### src/rtl/dma_rd_arbiter.sv
// dma_rd_arbiter: round-robin arbiter sharing one DMA read port between two requesters.
// Latency: ready pulse and dma ctrl_valid one cycle after valid is sampled in IDLE; beat routing is combinational.
// Backpressure: ctrl held until dma_read_ctrl_ready; beats stall upstream outside DATA and follow the owner's ready inside it.
module dma_rd_arbiter (
  input  logic        clk,
  input  logic        rst_n,

  // requester 0
  input  logic        req0_ctrl_valid,
  output logic        req0_ctrl_ready,
  input  logic [31:0] req0_ctrl_index,
  input  logic [31:0] req0_ctrl_length,
  input  logic [2:0]  req0_ctrl_size,
  input  logic [5:0]  req0_ctrl_user,
  output logic        req0_chnl_valid,
  input  logic        req0_chnl_ready,
  output logic [63:0] req0_chnl_data,

  // requester 1
  input  logic        req1_ctrl_valid,
  output logic        req1_ctrl_ready,
  input  logic [31:0] req1_ctrl_index,
  input  logic [31:0] req1_ctrl_length,
  input  logic [2:0]  req1_ctrl_size,
  input  logic [5:0]  req1_ctrl_user,
  output logic        req1_chnl_valid,
  input  logic        req1_chnl_ready,
  output logic [63:0] req1_chnl_data,

  // downstream DMA control
  input  logic        dma_read_ctrl_ready,
  output logic        dma_read_ctrl_valid,
  output logic [31:0] dma_read_ctrl_data_index,
  output logic [31:0] dma_read_ctrl_data_length,
  output logic [2:0]  dma_read_ctrl_data_size,
  output logic [5:0]  dma_read_ctrl_data_user,

  // downstream DMA channel
  input  logic        dma_read_chnl_valid,
  output logic        dma_read_chnl_ready,
  input  logic [63:0] dma_read_chnl_data,

  // status
  output logic        grant_id,
  output logic        busy,
  output logic [31:0] debug
);

  typedef enum logic [1:0] {
    IDLE = 2'd0,
    CTRL = 2'd1,
    DATA = 2'd2
  } state_t;

  state_t      state;
  logic        last_grant;
  logic [31:0] beat_cnt;

  logic        any_req;
  logic        winner;
  logic        beat_hs;
  logic        last_beat;

  // Round-robin pick: on a tie the requester that did not win last time goes first
  always_comb begin
    any_req = req0_ctrl_valid | req1_ctrl_valid;
    if (req0_ctrl_valid && req1_ctrl_valid) begin
      winner = ~last_grant;
    end else begin
      winner = req1_ctrl_valid;
    end
  end

  // Route beats to the current owner only while in DATA; everything else sees idle
  always_comb begin
    dma_read_chnl_ready = 1'b0;
    req0_chnl_valid     = 1'b0;
    req1_chnl_valid     = 1'b0;
    req0_chnl_data      = '0;
    req1_chnl_data      = '0;
    if (state == DATA) begin
      if (grant_id) begin
        dma_read_chnl_ready = req1_chnl_ready;
        req1_chnl_valid     = dma_read_chnl_valid;
        req1_chnl_data      = dma_read_chnl_data;
      end else begin
        dma_read_chnl_ready = req0_chnl_ready;
        req0_chnl_valid     = dma_read_chnl_valid;
        req0_chnl_data      = dma_read_chnl_data;
      end
    end
  end

  // Beat accounting helpers; length is never zero in DATA so length-1 cannot wrap there
  always_comb begin
    beat_hs   = (state == DATA) && dma_read_chnl_valid && dma_read_chnl_ready;
    last_beat = (beat_cnt == (dma_read_ctrl_data_length - 32'd1));
  end

  assign busy  = (state != IDLE);
  assign debug = {30'd0, state};

  // Arbitration FSM; every control output it drives is a register
  always_ff @(posedge clk or negedge rst_n) begin
    if (!rst_n) begin
      state                     <= IDLE;
      last_grant                <= 1'b1;
      grant_id                  <= 1'b0;
      beat_cnt                  <= '0;
      req0_ctrl_ready           <= 1'b0;
      req1_ctrl_ready           <= 1'b0;
      dma_read_ctrl_valid       <= 1'b0;
      dma_read_ctrl_data_index  <= '0;
      dma_read_ctrl_data_length <= '0;
      dma_read_ctrl_data_size   <= '0;
      dma_read_ctrl_data_user   <= '0;
    end else begin
      // accept pulses last exactly one cycle
      req0_ctrl_ready <= 1'b0;
      req1_ctrl_ready <= 1'b0;
      case (state)
        IDLE: begin
          if (any_req) begin
            last_grant          <= winner;
            grant_id            <= winner;
            req0_ctrl_ready     <= ~winner;
            req1_ctrl_ready     <= winner;
            dma_read_ctrl_valid <= 1'b1;
            if (winner) begin
              dma_read_ctrl_data_index  <= req1_ctrl_index;
              dma_read_ctrl_data_length <= req1_ctrl_length;
              dma_read_ctrl_data_size   <= req1_ctrl_size;
              dma_read_ctrl_data_user   <= req1_ctrl_user;
            end else begin
              dma_read_ctrl_data_index  <= req0_ctrl_index;
              dma_read_ctrl_data_length <= req0_ctrl_length;
              dma_read_ctrl_data_size   <= req0_ctrl_size;
              dma_read_ctrl_data_user   <= req0_ctrl_user;
            end
            state <= CTRL;
          end
        end
        CTRL: begin
          // fields stay frozen until the DMA engine takes the command
          if (dma_read_ctrl_ready) begin
            dma_read_ctrl_valid <= 1'b0;
            beat_cnt            <= '0;
            state               <= (dma_read_ctrl_data_length == 32'd0) ? IDLE : DATA;
          end
        end
        DATA: begin
          if (beat_hs) begin
            beat_cnt <= beat_cnt + 32'd1;
            if (last_beat) begin
              state <= IDLE;
            end
          end
        end
        default: state <= IDLE;
      endcase
    end
  end

endmodule

### config.mk
export PLATFORM = sky130hd
export DESIGN_NAME = dma_rd_arbiter
export DESIGN_NICKNAME = d
export VERILOG_FILES = /design/src/rtl/dma_rd_arbiter.sv
export SDC_FILE = /design/constraint.sdc
export NUM_CORES = 1
export LEC_CHECK = 0
export ABC_AREA = 1
export CAP_MARGIN = 10
export CORE_MARGIN = 2
export CORE_UTILIZATION = 24
export DETAILED_ROUTE_END_ITERATION = 12
export SYNTH_ARGS = -nofsm -noshare
export SYNTH_HDL_FRONTEND = slang
export SYNTH_SLANG_ARGS = --single-unit
### constraint.sdc
create_clock -name clk -period 4.5 [get_ports clk]
set_input_delay 0.9 -clock clk [delete_from_list [all_inputs] [get_ports clk]]
set_output_delay 0.9 -clock clk [all_outputs]
set_load 0.02 [all_outputs]
Word level (Yosys, flattened, before mapping)
Cells that the tools add are included.

Flip-flop bits (word level): 112. Latch bits: 0. RAM bits: 0. ROM bits: 0. Output and inout port bits: 241. Memories kept: 0.

Add/sub/neg operators: 2. Multipliers: 0. Divide/modulo/power cells: 0. Magnitude comparators: 0. Eq/ne operators: 7. Shifts and indexed selects: 0. Mux-type cells: 31. Bitwise operators: 3. Reduce and logical (&&, ||, !) cells: 12.

Operators by type and width (count): $mux 64 (4); $mux 32 (4); $pmux 32 s2 (1); $add 32x1->32 const B (1); $eq 32x32->1 (1); $logic_not 32->1 (1); $sub 32x1->32 const B (1); $mux 1 (13); $mux 2 (5); $ne 2x2->1 const B (4); $mux 6 (1); $pmux 2 s3 (1); $reduce_and 3->1 (2); $reduce_bool 2->1 (3); $reduce_and 4->1 (1); $logic_and 1x1->1 (3); $mux 3 (1); $eq 2x1->1 const B (1); $eq 2x2->1 const B (1); $logic_not 2->1 (1); $not 1->1 (2); $pmux 1 s2 (1); $reduce_and 2->1 (1); $or 1x1->1 (1).

Logic depth before layout (Yosys ltp)
Gate-level depths: netlist of the first run.

Depth after elaboration: 5. Gate-level depth with buffers: 16. Gate-level depth less buffers: 16.

Worst setup path before layout of the first run
No wires, ideal clock.

Path type: flip-flop to output port. Start: register state[0]. End: output req1_chnl_data[13]. Arrival time: 1498 ps. Setup slack: 2102 ps. Stages on the path, launching flop included: 8. Path buffers: 2. Cell sequence: dfrtp_1 -> inv_1 -> nand2_2 -> inv_1 -> nand2_1 -> clkbuf_1 -> buf_1 -> nor2_1.

Longest elaborated chain between the ends: 2.

RTL lines: start: declaration (RTL line 55) `state_t state;`; start signal: assignment (RTL line 148) `state <= (dma_read_ctrl_data_length == 32'd0) ? IDLE : DATA;`; $eq 2x2->1 (RTL line 81) `if (state == DATA) begin`; $mux 64 (RTL line 81); end: declaration (RTL line 28) `output logic [63:0] req1_chnl_data,`.

Every way passes these cells.

Worst setup path in the final report of the first run
Start: register state[0]. End: output req1_chnl_data[57].

Same word-level chain as after synthesis.

==> results.md, run 1 <==
- Syn_area_per_cell: 6.55 µm²
- Max-cap violation count: 0
- Slowest stage delay, CP: 720 ps
- DRT antenna net count: 0
- 1st-iter DRT viols: 563
- Mapped cell area: 7780 µm²
- PnR worst setup slack: 432 ps
- Area added between synthesis and finish: 63.3%
- Core area: 31700 µm²
- Largest net degree at the start of global routing: 62
- Crit path required time: 3600 ps
- Antenna violations before repair: 3
- CP Data Arrival Time: 3170 ps
- CP delay by family, top: simple AND/OR/NAND/NOR gates
- Worst Max-Slew Pin Slew: 1250 ps
- Crit Path Category: flop to primary output
- Global route overflow: 0
- Worst Setup End Kind: primary output
- Initial Utilization: 0.245
- Die width: 184 µm
- Vias in the first global route: 8940
- Routed WL per cell: 19.3 µm
- Synth area leaders: dfrtp_1 36%, nand2_1 14%, nor2_1 13%
- DIE HEIGHT: 184 µm
- Net count reported at finish: 1813
- Post-CTS Setup Inserts: 0
- Period Utilization, post-route: 0.904
- GP Congestion: 0.934
- P per Cell Area: 533 nW/µm²
- Port Buf Inserts: 428
- Hold Crit Class: flop to flop
- Peak supply drop: 274 µV
- Area leader, netlist: dfrtp_1
- Io pins: 459
- DP HPWL: 31800 µm
- Setup violations, final: 0
- Setup crit start kind: flop
- Vias/cell: 4.60
- Inserted Clock Buffers: 9
- Seq/Total Area, Yosys: 0.361
- Setup tns final: 0 ps
- CTS clk-pin slew, worst paths: 80 ps
- Clk root buf: clkbuf_16
- CTS tree: done
- CP max-delay cell: clkdlybuf4s50_1
- GRT Total Usage: 0.221
- Tmin final: 4070 ps
- Final Cell Area: 12700 µm²
- Pre-CTS WS: 860 ps
- First-pass GRT wire length: 56100 µm
- Fillers: 3346
- Via Count: 9202
- Layout cells sized above 1: 0.0413
- Post-synth cell types: 40
- Cells after synthesis: 1187
- Final Util: 0.400
- Worst slew margin: 0.164
- Total Wirelength: 38600 µm
- Synth top area share: 0.357
- F_max: 246 MHz
- Setup Skew: 13.5 ps
- RSZ-0062 raised after global routing: no
- Final hold slack: 468 ps
- Status: completed
- Sink Count: 112
- CP bufs+invs: 3
- Dpl cell area: 12400 µm²
- Yosys reg bits: 112
- Hold buffer count at cts: 0
- Synth warn: 0
- Final slew viol count: 0
- DR DRC count: 0
- Hold Vio Cnt, Final: 0
- Lkg Pwr: 5.54 nW
- CP Cell Sequence: inv_1 -> nand2_2 -> inv_1 -> nand2_2 -> nor2_1 -> clkdlybuf4s50_1
- Die Area: 33900 µm²
- Num rows: 65
- Clk_lat worst skew: 380 ps
- H-tree levels: 3
- Post-CTS sizing: 0
- Drt pass-1 iters: 6
- Critical path peak fanout: 61
- Clk buf depth: 2
[power by group]
part | switching (mW) | internal (mW) | leakage [nW]
registers | 0.437 | 1.38 | 1.42
logic | 2.41 | 1.68 | 3.97
clock network | 0.463 | 0.400 | 0.147
total | 3.31 | 3.46 | 5.54
[kinds of logic (layout without fill, tap and decap cells)]
kind of cell / count (synthesis) / in the layout / share of synthesized area
XOR/XNOR: 49 / 49 / 0.0570
flip-flops: 112 / 112 / 0.361
multiplexers: 1 / 1 / 0.00129
AND/OR/NAND/NOR: 674 / 674 / 0.363
AO/OA/AOI/OAI: 136 / 136 / 0.0959
buffers and inverters: 211 / 592 / 0.117
adder cells (fa/ha/maj): 3 / 3 / 0.00483
other: 1 / 31 / 0.000482
[registers in the layout (all words and copies together) (netlist names)]
register,cells
beat_cnt,32
dma_read_ctrl_data_index,32
dma_read_ctrl_data_length,32
dma_read_ctrl_data_user,6
dma_read_ctrl_data_size,3
state,2
dma_read_ctrl_valid,1
grant_id,1
last_grant,1
req0_ctrl_ready,1
req1_ctrl_ready,1
[worst paths after layout]
| path | startpoint | slack, ps | to | cells after the start |
|---|---|---|---|---|
| worst max-delay path | state[0] | 430 | req1_chnl_data[57] | 6 |
| worst min-delay path | last_grant | 470 | last_grant | 2 |
| worst max register to register | dma_read_ctrl_data_length[0] | 1720 | state[1] | 15 |
| worst min register to register | last_grant | 470 | last_grant | 2 |
| max in group asynchronous | rst_n | 2940 | dma_read_ctrl_data_index[3] | 2 |
| min in group asynchronous | rst_n | 600 | dma_read_ctrl_data_size[0] | 1 |
[area by class of cell]
type / instances / area [µm²] / area share
repair buffers: 441 / 4380 / 0.345
clock inverters: 7 / 85.1 / 0.00670
well taps: 402 / 503 / 0.0396
inverters: 135 / 507 / 0.0399
flip-flops and latches: 112 / 2800 / 0.221
clock buffers: 9 / 225 / 0.0177
multi-input cells: 893 / 4200 / 0.330
diodes: 1 / 2.50 / 0.000197
[cell usage after synthesis]
library cell,count
inv_1,131
buf_1,10
o21ai_0,93
clkbuf_1,34
nand4_1,9
buf_4,30
dfrtp_1,111
nand3b_1,5
a21oi_4,1
o22ai_1,13
nor3_1,19
xor2_1,34
inv_2,4
o211ai_1,1
a31oi_1,1
nand2_1,283
buf_2,2
or2_2,1
xnor3_1,1
nor2_4,4
o21ai_1,2
conb_1,1
a221oi_1,1
nor2_1,267
nand2_2,6
ha_1,3
nor3_4,3
mux2i_1,1
nand3_1,58
a21oi_1,12
nor3b_2,1
nor2_2,4
nor4_1,9
nand3_2,3
nor3_2,1
nand2_4,1
xnor2_1,14
o31ai_1,11
dfstp_2,1
a21o_1,1
[through the flow]
stage,std cells,total power [mW]
after floorplan,1216,3.91
after global placement,1983,5.89
after detailed placement,1983,5.92
after CTS,1999,6.80
after global routing,1999,7.22
final,2000,6.77
[per-layer routing]
metal  routed length (µm)  track usage  vias up
li1                     -            -     4459
met3                 3030       0.0547       56
met4                  801       0.0576        6
met5                   41            0        -
met2                17300        0.346      393
met1                17400        0.304     4288
[cells in the final DEF, fill, tap and decap left out, drive strengths merged, types with 23 or more instances in the layout]
cell type,instances
clkdlybuf4s50,427
conb,30
dfrtp,111
inv,138
nand2,290
nand3,61
nor2,275
nor3,23
o21ai,95
xor2,34
[tightest hold or removal path, delay by kind of cell (launching register included)]
| kind | cells | cell delay (ps) |
|---|---|---|
| simple gates | 2 | 90 |
| flops | 1 | 370 |
Note: power is estimated with default switching activity, not from simulation.
==> run 2, diff against run 1 <==
Settings changed: ABC_AREA 1 to unset, CAP_MARGIN 10 to 30.
==> run 2 against run 1 <==
Compared with the run above:
- global-route usage is 1.9 points lower
- wire length fell by 15%
- non-clock buffer count up 2
- sequential share of layout area increased by 0.80 points
- clock-buffer cell count unchanged
- clock skew barely moved
- synthesized cell count is 30% lower
- via count fell by 18%
- largest power group unchanged
==> results.md, run 2 <==
- Status: completed
- CP max-delay cell: nor2_4
- Leading register cell type out of synthesis: dfrtp_1
- Io pins: 459 (unchanged)
- RSZ-0062 raised after global routing: no
- Die width: 178 µm (-3.1%)
- Slowest stage delay, CP: 640 ps (-80 ps)
- Period Utilization, post-route: 0.857 (-0.0468)
- Async S/R FF share, synth: 1.00 (unchanged)
- Synth warn: 0 (unchanged)
- GP Congestion: 0.860 (-7.9%)
- Routed WL per cell: 20.1 µm (+4.3%)
- Area leader, netlist: dfrtp_1
- CTS tree: done
- Most frequent cells in the layout: 427 x clkdlybuf4s50_1, 131 x and2_1, 111 x dfrtp_1
- R2R cell count: 10 (-5)
- Initial Utilization: 0.245 (about the same)
- Hold buffer count at cts: 0 (unchanged)
- Inserted Clock Buffers: 9 (unchanged)
- Yosys reg bits: 112 (unchanged)
- H-tree levels: 3 (unchanged)
- R2R Setup Slk: 1460 ps (-260 ps)
- Synth area leaders: dfrtp_1 38%, and2_1 11%, mux2i_1 6.3%
- Syn_area_per_cell: 8.75 µm² (+34%)
- Synth top area share: 0.381 (+0.0234)
- Core area: 29800 µm² (-6.1%)
- Clk_lat worst skew: 370 ps (about the same)
- Worst Max-Slew Pin Slew: 827 ps (-423 ps)
- Final Util: 0.411 (+0.0109)
- Clk root buf: clkbuf_16
- Placed Instances: 1618 (-18%)
- CP bufs+invs: 2 (-1)
- Port Buf Inserts: 428 (unchanged)
- CP Data Arrival Time: 2960 ps (-210 ps)
- Num rows: 63 (-3.1%)
- Worst slew margin: 0.447 (+0.284)
- Seq/Total Area, Yosys: 0.384 (+0.0236)
- Setup Skew: 13.9 ps (+0.436 ps)
- EDFF count, synth: 0 (unchanged)
- First-pass GRT wire length: 47200 µm (-16%)
- Setup violations, final: 0 (unchanged)
- DP HPWL: 27000 µm (-15%)
- Layout cells sized above 1: 0.0450 (+0.00369)
- Dpl cell area: 11900 µm² (-3.8%)
- Final Cell Area: 12300 µm² (-3.5%)
- CP Cell Sequence: or2b_4 -> nor2_4 -> buf_4 -> and2_1 -> clkdlybuf4s50_1
- Hold Crit Class: flop to flop
- Crit path required time: 3600 ps (about the same)
- Crit Path Category: flop to primary output
- Setup crit start kind: flop
- Drt pass-1 iters: 5 (-1)
- Post-synth cell types: 63 (+57%)
- Peak supply drop: 270 µV (-1.4%)
- Post-synth top cells: 131 x and2_1, 111 x dfrtp_1, 71 x nand2_1
- Setup tns final: 0 ps (unchanged)
- P per Cell Area: 532 nW/µm² (-0.28%)
- Vias in the first global route: 7361 (-18%)
- Mapped cell area: 7300 µm² (-6.1%)
- Area added between synthesis and finish: 67.9%
- Crit. path cell count: 5 (-1)
- Most instantiated library cell after synthesis: and2_1
- F_max: 259 MHz (+5.5%)
- Global route overflow: 0 (unchanged)
- CP delay by family, top: simple AND/OR/NAND/NOR gates
- Worst Setup End Kind: primary output
- Tmin final: 3860 ps (-211 ps)
- Post-CTS sizing: 0 (unchanged)
- Hold Vio Cnt, Final: 0 (unchanged)
- GRT Total Usage: 0.202 (-0.0194)
- Critical path peak fanout: 47 (-23%)
- Registers with the most flip-flops: beat_cnt: 32 flops, dma_read_ctrl_data_index: 32 flops, dma_read_ctrl_data_length: 32 flops
- Clk buf depth: 2 (unchanged)
- Post-CTS Setup Inserts: 0 (unchanged)
- Design Power: 6.51 mW (-3.8%)
- Sink Count: 112 (unchanged)
- Antenna violations before repair: 8 (+5)
- DRT antenna net count: 0 (unchanged)
- Net count reported at finish: 1460 (-19%)
- DIE HEIGHT: 178 µm (-3.1%)
- DR DRC count: 0 (unchanged)
- Die Area: 31800 µm² (-6.0%)
- Total Wirelength: 33000 µm (-15%)
- Lkg Pwr: 5.11 nW (-7.8%)
- Largest net degree at the start of global routing: 59 (-4.8%)
- Max-cap violation count: 0 (unchanged)
- Non-Filler Instances: 1639 (-18%)
- Via Count: 7528 (-18%)
- CTS clk-pin slew, worst paths: 90 ps (about the same)
- 1st-iter DRT viols: 500 (-11%)
- Final slew viol count: 0 (unchanged)
- Most common cell after layout, fill and taps aside: clkdlybuf4s50_1
- Vias/cell: 4.59 (-0.17%)
- Worst Hold Path Cells: 2 (unchanged)
- Cells after synthesis: 834 (-30%)
run 2: worst paths after layout:
check | from | to
setup / recovery | state[1] | req0_chnl_data[53]
hold / removal | dma_read_ctrl_data_index[3] | dma_read_ctrl_data_index[3]
setup reg to reg | dma_read_ctrl_data_length[0] | state[1]
hold reg to reg | dma_read_ctrl_data_index[3] | dma_read_ctrl_data_index[3]
max in group asynchronous | rst_n | dma_read_ctrl_data_index[30]
min in group asynchronous | rst_n | dma_read_ctrl_data_length[14]
run 2: kinds of logic after synthesis:
group                      count (synthesis)  synth area share
and+or+nand+nor                          357             0.270
AOI/OAI and AO/OA                        131             0.122
buffers and inverters                    120            0.0785
DFF                                      112             0.384
xor gates and xnor gates                  63            0.0756
muxes                                     47            0.0646
adders and majority gates                  3           0.00514
other                                      1          0.000514
run 2: area by class of cell:
class / instances / area, µm²
fillers: 2982 / 17500
repair buffers: 443 / 4410
multi-input cells: 631 / 4070
flip-flops and latches: 112 / 2800
well taps: 390 / 488
clock buffers: 9 / 225
inverters: 42 / 158
clock inverters: 7 / 97.6
diodes: 5 / 12.5
run 2: power breakdown:
part           switching (mW)  leakage [nW]  internal (mW)
sequential              0.510          1.42           1.38
clock                   0.460         0.157          0.412
combinational            2.01          3.53           1.74
run 2: worst reg2reg max path, delay by kind of cell (launching register included):
family | cells | cell delay (ps)
and+or+nand+nor | 6 | 1920
DFF | 1 | 450
adders and majority gates | 1 | 190
xor gates and xnor gates | 1 | 140
AOI/OAI and AO/OA | 1 | 110
buffers and inverters | 1 | 110
run 2: per-stage QoR:
step / worst slack, ps / hold slack (ps)
CTS: 603 / 492
global placement: 1040 / 462
floorplan: 1700 / 492
global route: 495 / 524
finish: 642 / 484
detailed placement: 1020 / 471
run 2: per-layer routing:
| metal | share of wire | GRT usage |
|---|---|---|
| met3 | 0.091 | 0.0680 |
| met5 | 0.0018 | 0 |
| met1 | 0.37 | 0.213 |
| met2 | 0.50 | 0.368 |
| met4 | 0.038 | 0.0799 |
==> run 3, diff against run 2 <==
Settings changed: GPL_TIMING_DRIVEN set to 0.
==> run 3 against run 2 <==
Compared with the run above:
- hold slack lost 19 ps
- wire length grew 5.3%
- global-route usage grew 1.0 points
- maximum frequency fell by 1.5%
- cell count is 3.9% higher
- critical endpoint is now req0_chnl_data[9]
- combinational power up 4%
- highest routed layer unchanged
- via count increased by 4.3%
- utilization grew 0.97 points
- clock skew rose by 9.9 ps
- non-clock buffer count grew 65
- first-iteration DRC count down 15%
- clock power fell by 2%
==> results.md, run 3 (synthesized netlist as in run 2, its figures left out) <==
- GP Congestion: 0.862 (+0.20%)
- Inserted Clock Buffers: 9 (unchanged)
- Clk pwr share: 0.129 (-0.005)
- Most frequent cells in the layout: 427 x clkdlybuf4s50_1, 131 x and2_1, 111 x dfrtp_1
- Period Utilization, post-route: 0.870 (+0.0127)
- GRT Total Usage: 0.212 (+0.0103)
- Lkg Pwr: 5.27 nW (+3.1%)
- 1st-iter DRT viols: 423 (-15%)
- P per Cell Area: 527 nW/µm² (-0.82%)
- RSZ-0062 raised after global routing: no
- Port Buf Inserts: 428 (unchanged)
- Area added between synthesis and finish: 71.9%
- Tmin final: 3920 ps (+57.3 ps)
- Placed Instances: 1683 (+4.0%)
- Worst slew margin: 0.402 (-0.0446)
- Clk_lat worst skew: 370 ps (about the same)
- Fillers: 2998 (+0.54%)
- Setup violations, final: 0 (unchanged)
- Num rows: 63 (unchanged)
- Sw frac: 0.463 (+0.00549)
- Registers with the most flip-flops: beat_cnt: 32 flops, dma_read_ctrl_data_index: 32 flops, dma_read_ctrl_data_length: 32 flops
- Worst Max-Slew Pin Slew: 893 ps (+65.6 ps)
- Peak supply drop: 275 µV (+2.0%)
- Status: completed
- Psw: 3.07 mW (+2.7%)
- Die Area: 31800 µm² (unchanged)
- Int Power: 3.55 mW (+0.50%)
- Largest net degree at the start of global routing: 61 (+3.4%)
- DIE HEIGHT: 178 µm (unchanged)
- CTS tree: done
- Final slew viol count: 0 (unchanged)
- Vias in the first global route: 7678 (+4.3%)
- Vias/cell: 4.61 (+0.33%)
- Worst Setup End Kind: primary output
- Core area: 29800 µm² (unchanged)
- H-tree levels: 3 (unchanged)
- Comb power frac: 0.590 (+0.014)
- DRT antenna net count: 0 (unchanged)
- Most common cell after layout, fill and taps aside: clkdlybuf4s50_1
- Final Util: 0.421 (+0.00974)
- Setup Skew: 23.8 ps (+9.87 ps)
- Post-CTS Setup Inserts: 0 (unchanged)
- Non-Filler Instances: 1703 (+3.9%)
- Clk buf depth: 2 (unchanged)
- Setup crit start kind: flop
- Total Wirelength: 34700 µm (+5.3%)
- Initial Utilization: 0.245 (unchanged)
- Io pins: 459 (unchanged)
- DR DRC count: 0 (unchanged)
- Net count reported at finish: 1525 (+4.5%)
- Layout cells sized above 1: 0.0542 (+0.00922)
- Max-cap violation count: 0 (unchanged)
- Die width: 178 µm (unchanged)
- Clk root buf: clkbuf_16
- Global route overflow: 0 (unchanged)
- Critical path peak fanout: 10 (-79%)
- Crit Path Category: flop to primary output
- Part of the power in registers: 0.281 (-0.009)
- F_max: 255 MHz (-1.5%)
- Hold Crit Class: input port to async pin
- CP Data Arrival Time: 3020 ps (+60 ps)
- Final hold slack: 465 ps (-18.7 ps)
- Crit path required time: 3600 ps (about the same)
- Drt pass-1 iters: 9 (+4)
- First-pass GRT wire length: 49300 µm (+4.3%)
- Hold Vio Cnt, Final: 0 (unchanged)
- Post-CTS sizing: 0 (unchanged)
- Hold buffer count at cts: 0 (unchanged)
- CTS clk-pin slew, worst paths: 90 ps (about the same)
- Via Count: 7848 (+4.3%)
- DP HPWL: 28700 µm (+6.0%)
- Routed WL per cell: 20.4 µm (+1.4%)
- Antenna violations before repair: 4 (-4)
- Sink Count: 112 (unchanged)
==> run 3: final timing paths <==
check / startpoint / slack (ps) / to / cells after the start
min in group clk: dma_read_ctrl_data_index[2] / 490 / dma_read_ctrl_data_index[2] / 2
worst max register to register: dma_read_ctrl_data_length[0] / 880 / state[1] / 10
worst max-delay path: state[0] / 580 / req0_chnl_data[9] / 6
worst min register to register: dma_read_ctrl_data_index[2] / 490 / dma_read_ctrl_data_index[2] / 2
worst min-delay path: rst_n / 460 / dma_read_ctrl_data_length[14] / 1
max in group asynchronous: rst_n / 3280 / last_grant / 2
==> run 3: final cells by class <==
cell class	instances	area, µm²	share of cell area
diodes	4	10.0	0.000798
repair buffers	430	4320	0.345
inverters	42	158	0.0126
clock inverters	7	91.3	0.00728
well taps	390	488	0.0389
flip-flops and latches	112	2800	0.223
clock buffers	9	225	0.0179
multi-input cells	631	4030	0.321
plain buffers	78	415	0.0331
==> run 3: metrics by stage <==
stage / total power [mW] / setup WS [ps] / area, µm² / setup TNS [ps]
after floorplan: 3.82 / 1700 / 7410 / 0
after global placement: 5.77 / -2220 / 12200 / -245820
after detailed placement: 5.81 / 610 / 12200 / 0
after CTS: 6.69 / 525 / 12500 / 0
after global routing: 7.05 / 308 / 12500 / 0
final: 6.61 / 585 / 12500 / 0
==> run 3: power by group through the flow <==
stage | sequential [mW] | combinational, mW | clock (mW)
2_1_floorplan | 2.15 | 1.67 | 0
3_3_place_gp | 1.87 | 3.90 | 0
3_5_place_dp | 1.87 | 3.94 | 0
4_1_cts | 1.86 | 3.95 | 0.882
5_1_grt | 1.92 | 4.21 | 0.917
6_report | 1.86 | 3.90 | 0.853
==> run 3: per-layer routing <==
metal | track usage | vias up | share of wire
met5 | 0 | - | 0.00046
met4 | 0.0732 | 2 | 0.026
met3 | 0.0552 | 30 | 0.083
met2 | 0.397 | 369 | 0.52
met1 | 0.229 | 3690 | 0.37
li1 | - | 3757 | -
==> run 3: worst max-delay path, stage by stage, from the launching register on <==
cell	delay, ps
dfrtp_1	470
or2b_4	330
nor2_1	140
clkbuf_1	380
clkbuf_1	440
and2_1	260
clkdlybuf4s50_1	630
